[src/rtl/fifo_sync_prog.sv]
// fifo_sync_prog: single-clock FIFO with programmable thresholds, sticky errors and optional FWFT read
//   clk, rst (async, active-high)
//   wr_en/data_in write port, rd_en/data_out read port
//   af_thresh/ae_thresh live almost-full/almost-empty thresholds
//   full, empty, half, almost_full, almost_empty, count status from registered occupancy
//   overflow/underflow sticky errors, cleared by clr_err
module fifo_sync_prog #(
  parameter int DATA_WIDTH = 8,
  parameter int ADDR_WIDTH = 6,
  parameter int FWFT       = 0
) (
  input  logic                  clk,
  input  logic                  rst,
  input  logic                  wr_en,
  input  logic [DATA_WIDTH-1:0] data_in,
  input  logic                  rd_en,
  output logic [DATA_WIDTH-1:0] data_out,
  input  logic [ADDR_WIDTH:0]   af_thresh,
  input  logic [ADDR_WIDTH:0]   ae_thresh,
  input  logic                  clr_err,
  output logic                  full,
  output logic                  empty,
  output logic                  half,
  output logic                  almost_full,
  output logic                  almost_empty,
  output logic [ADDR_WIDTH:0]   count,
  output logic                  overflow,
  output logic                  underflow
);
  localparam logic [ADDR_WIDTH:0] DEPTH_C = {1'b1, {ADDR_WIDTH{1'b0}}};
  localparam logic [ADDR_WIDTH:0] HALF_C  = {2'b01, {(ADDR_WIDTH-1){1'b0}}};
  logic [DATA_WIDTH-1:0] mem [2**ADDR_WIDTH];
  logic [ADDR_WIDTH-1:0] wp, rp;
  logic                  wr_ok, rd_ok;
  always_comb begin
    full         = count == DEPTH_C;
    empty        = count == '0;
    half         = count >= HALF_C;
    almost_full  = count >= af_thresh;
    almost_empty = count <= ae_thresh;
    wr_ok        = wr_en & ~full;
    rd_ok        = rd_en & ~empty;
  end
  always_ff @(posedge clk)
    if (wr_ok) mem[wp] <= data_in;
  always_ff @(posedge clk or posedge rst)
    if (rst) begin
      wp        <= '0;
      rp        <= '0;
      count     <= '0;
      overflow  <= 1'b0;
      underflow <= 1'b0;
    end else begin
      wp        <= wr_ok ? wp + 1'b1 : wp;
      rp        <= rd_ok ? rp + 1'b1 : rp;
      count     <= (wr_ok & ~rd_ok) ? count + 1'b1 : (rd_ok & ~wr_ok) ? count - 1'b1 : count;
      overflow  <= (wr_en & full) | (overflow & ~clr_err);
      underflow <= (rd_en & empty) | (underflow & ~clr_err);
    end
  if (FWFT != 0) begin : g_fwft
    assign data_out = empty ? '0 : mem[rp];
  end else begin : g_std
    logic [DATA_WIDTH-1:0] dout;
    always_ff @(posedge clk or posedge rst)
      if (rst) dout <= '0;
      else if (rd_ok) dout <= mem[rp];
    assign data_out = dout;
  end
endmodule

[config.mk]
export PLATFORM = sky130hd
export DESIGN_NAME = fifo_sync_prog
export DESIGN_NICKNAME = d
export VERILOG_FILES = /design/src/rtl/fifo_sync_prog.sv
export SDC_FILE = /design/constraint.sdc
export NUM_CORES = 1
export LEC_CHECK = 0
export CAP_MARGIN = 20
export CORE_MARGIN = 4
export CORE_UTILIZATION = 35
export CTS_CLUSTER_DIAMETER = 200
export DETAILED_ROUTE_END_ITERATION = 6
export PLACE_DENSITY = 0.61
export SYNTH_ARGS = -nofsm -noshare
export SYNTH_HDL_FRONTEND = slang
export SYNTH_SLANG_ARGS = --single-unit
export TNS_END_PERCENT = 10
[constraint.sdc]
create_clock -name clk -period 4.4 [get_ports clk]
set_clock_uncertainty 0.2 [all_clocks]
set_input_delay 0.88 -clock clk [delete_from_list [all_inputs] [get_ports clk]]
set_output_delay 0.88 -clock clk [all_outputs]
set_load 0.03 [all_outputs]
==> flow_metrics.env <==
export IMPL_finalWirelength_mm=48.6
export IMPL_setup_worst_path_end_class="primary output"
export IMPL_finalNetCount=1334
export IMPL_fillCellCount=5510
export IMPL_synthesis_area_per_instance_um2=18.7
export IMPL_global_route_overflow_total=0
export IMPL_mappedNetlistNets=1219
export IMPL_post_route_period_util_pct=96.1
export IMPL_first_global_vias=11300
export IMPL_synth_area_leaders="edfxtp_1 (70%), mux4_2 (10%), mux2i_1 (3.5%), dfrtp_1 (3.3%), nor2_1 (1.6%)"
export IMPL_multi_input_combinational_cell_area_um2=5270
export IMPL_maximum_fanout_along_the_worst_path=1
export IMPL_antenna_left=0
export IMPL_worstSetupPathType="input pin to primary output"
export IMPL_final_setup_slack_of_the_worst_path_ns=0.170
export IMPL_accumulated_negative_setup_slack_ns=0
export IMPL_critical_path_most_common_cell="a21o_1"
export IMPL_routabilityCongestion=0.778
export IMPL_power_density_nw_per_um2=607
export IMPL_timing_slew_headroom_pct=28.1
export IMPL_grt_antenna_before_repair=2
export IMPL_max_cap_violations=0
export IMPL_final_layout_size_suffix_gt1_share_pct=21.1
export IMPL_start_kind="input pin"
export IMPL_dieArea_um2=66400
export IMPL_final_core_utilization_pct=41.0
export IMPL_synthDominantAreaCellType="edfxtp_1"
export IMPL_insertion_delay_ns=0.60
export IMPL_ctsHoldBuffers=0
export IMPL_top_library_cells_by_usage_in_the_layout_fill_and_taps_aside="edfxtp_1 (512), mux4_2 (98), nor2_1 (93)"
export IMPL_initial_core_util_pct=35.4
export IMPL_placement_rows=91
export IMPL_critical_path_cell_chain="clkdlybuf4s50_1 -> ha_1 -> nand2b_1 -> a21o_1 -> a21o_1 -> a21o_1 -> a21oi_1 -> o21ai_0 -> clkdlybuf4s50_1"
export IMPL_leading_cell_type_in_the_layout_fill_and_taps_excluded="edfxtp_1"
export IMPL_cp_top_family="buffers and inverters"
export IMPL_critical_path_buf_inv_count=2
export IMPL_syn_inst=1169
export IMPL_detailroute_via_count=11000
export IMPL_rsz_0062_raised_after_global_routing="false"
export IMPL_min_path_type="flip-flop to flip-flop"
export IMPL_area_growth_synth_to_final_pct=16.0
export IMPL_critPathMaxStageDelay_ns=0.60
export IMPL_worst_endpoint_required_ns=3.32
export IMPL_synthesis_area_um2=21800
export IMPL_leakage_nw=8.43
export IMPL_groute_usage_overall_pct=14.6
export IMPL_number_of_buffer_cells_added_on_primary_ports=48
export IMPL_grt_pass1_wl_mm=73.6
export IMPL_yosysTopAreaCellShare_pct=70.5
export IMPL_max_clock_path_buffers=3
export IMPL_clk_transition_reported_paths_ns=0.06
export IMPL_die_width_um=258
export IMPL_wl_per_cell_um=22.4
export IMPL_io_pins=49
export IMPL_seqCellArea_um2=16100
export IMPL_yosysSeqAreaShare_pct=73.8
export IMPL_dp_slack_ns=0.141
export IMPL_postSynthRegisterBits=541
export IMPL_clock_sinks=541
export IMPL_timing_critical_path_arrival_ns=3.15
export IMPL_yosys_most_used_dff="edfxtp_1"
export IMPL_post_dp_cell_area_um2=23500
export IMPL_route_detailed_drc=0
export IMPL_detail_route_first_pass_iterations=7
export IMPL_final_min_period_ns=4.23
export IMPL_grt_start_max_net_pins=72
export IMPL_cts_tree="yes"
export IMPL_holdWs_ns=0.286
export IMPL_share_of_synthesized_registers_carrying_an_async_set_or_reset_pct=5.36
export IMPL_height_of_the_die_um=258
export IMPL_drc_violation_total_after_the_first_tritonroute_iteration=1012
export IMPL_fmaxAchievable_mhz=236
export IMPL_finalSetupViolations=0
export IMPL_peakVddDrop_v=0.000380
export IMPL_layout_cell_area_non_filler_um2=25300
export IMPL_fp_coreArea_um2=61700
export IMPL_synthDistinctLibCells=53
export IMPL_final_max_slew_violation_count=0
export IMPL_cts_max_level=2
export IMPL_worst_pin_slew_ns=1.08
export IMPL_report_final_hold_viol_count=0
export IMPL_post_dp_hpwl_mm=30.0
export IMPL_drt_vias_per_instance=5.06
export IMPL_critical_path_slowest_cell="clkdlybuf4s50_1"
export IMPL_cts_root_buffer="clkbuf_16"
export IMPL_synth_warning_count=0
export IMPL_synth_enable_flop_cells=512
export IMPL_tritoncts_num_buffers=55
export IMPL_outcome="finished clean"
==> tightest hold or removal path, delay by kind of cell (launching register included) <==
family | cells | cell delay, ns
AOI/OAI and AO/OA | 1 | 0.06
DFF | 1 | 0.34
and+or+nand+nor | 1 | 0.06
==> cells by family after synthesis <==
kind of cell / after synthesis / synth area share, %
AND/OR/NAND/NOR: 203 / 4.60
adder cells (fa/ha/maj): 23 / 1.35
AO/OA/AOI/OAI: 120 / 3.73
flip-flops: 541 / 73.8
buffers and inverters: 88 / 2.08
XOR/XNOR: 14 / 0.562
multiplexers: 180 / 13.9
==> worst paths after layout <==
kind / startpoint / slack (ns) / endpoint / cells past startpoint
setup / recovery: af_thresh[0] / 0.17 / almost_full / 9
hold / removal: data_out[0]$_DFFE_PP0P_ / 0.29 / data_out[0]$_DFFE_PP0P_ / 2
setup reg to reg: count[1]$_DFFE_PP0P_ / 0.66 / count[6]$_DFFE_PP0P_ / 13
hold reg to reg: data_out[0]$_DFFE_PP0P_ / 0.29 / data_out[0]$_DFFE_PP0P_ / 2
max in group asynchronous: rst / 2.76 / count[0]$_DFFE_PP0P_ / 3
min in group asynchronous: rst / 0.58 / rp[1]$_DFFE_PP0P_ / 2
==> registers in the layout, summed over array words and instances (netlist names) <==
| register | count |
|---|---|
| data_out | 8 |
| rp | 6 |
| mem | 512 |
| underflow | 1 |
| wp | 6 |
| count | 7 |
| overflow | 1 |
==> synth_stat cells (5+ instances only) <==
cell type  instances
inv_1             24
a21o_1             5
nand2_1           43
nand3_1           18
xor2_1             5
nor2b_1            9
buf_2             17
a31oi_1            5
dfrtp_1           29
a32oi_1            6
a22oi_1           28
mux2_2             5
nor2_1            93
a21oi_1           23
o221ai_1           6
edfxtp_1         512
o41ai_1            6
o31ai_1            7
mux4_2            98
buf_6              7
mux2i_1           77
o21ai_0           18
o22ai_1            7
clkbuf_1          16
buf_4             13
ha_1              22
xnor2_1            9
buf_1             11
nand2b_1          12
==> through the flow <==
stage / cells / power [mW]
after floorplan: 1169 / 9.56
after global placement: 2062 / 11.0
after detailed placement: 2062 / 11.1
after CTS: 2165 / 15.5
after global routing: 2168 / 16.1
final: 2169 / 15.4
==> layer usage <==
metal / part of all wire [%] / track usage (%) / vias up
met1: 45 / 20.9 / 5674
li1: - / - / 4917
met2: 47 / 23.0 / 312
met3: 6.3 / 3.14 / 65
met4: 2.2 / 3.71 / 0
met5: 0 / 0 / -
==> area by class of cell <==
type                       count  share of cell area, %
sequential                   541                   63.7
multi-input combinational    540                   20.8
clock buffer                  74                   5.88
timing repair buffer         122                   4.23
tap                          837                   4.14
clock inverter                29                  0.880
inverter                      24                  0.356
antenna                        2                 0.0198
==> power breakdown <==
part           total [mW]  switching (mW)  internal, mW
clock network        4.44            1.90          2.54
logic                4.56            2.61          1.96
registers            6.36           0.421          5.94
==> repair_timing <==
| item | in CTS | in global routing |
|---|---|---|
| setup buffers | 0 | 0 |
| setup endpoints to repair | 0 | 1 |
| resized for setup | 0 | 1 |
Power figures use the tool's default switching activity.
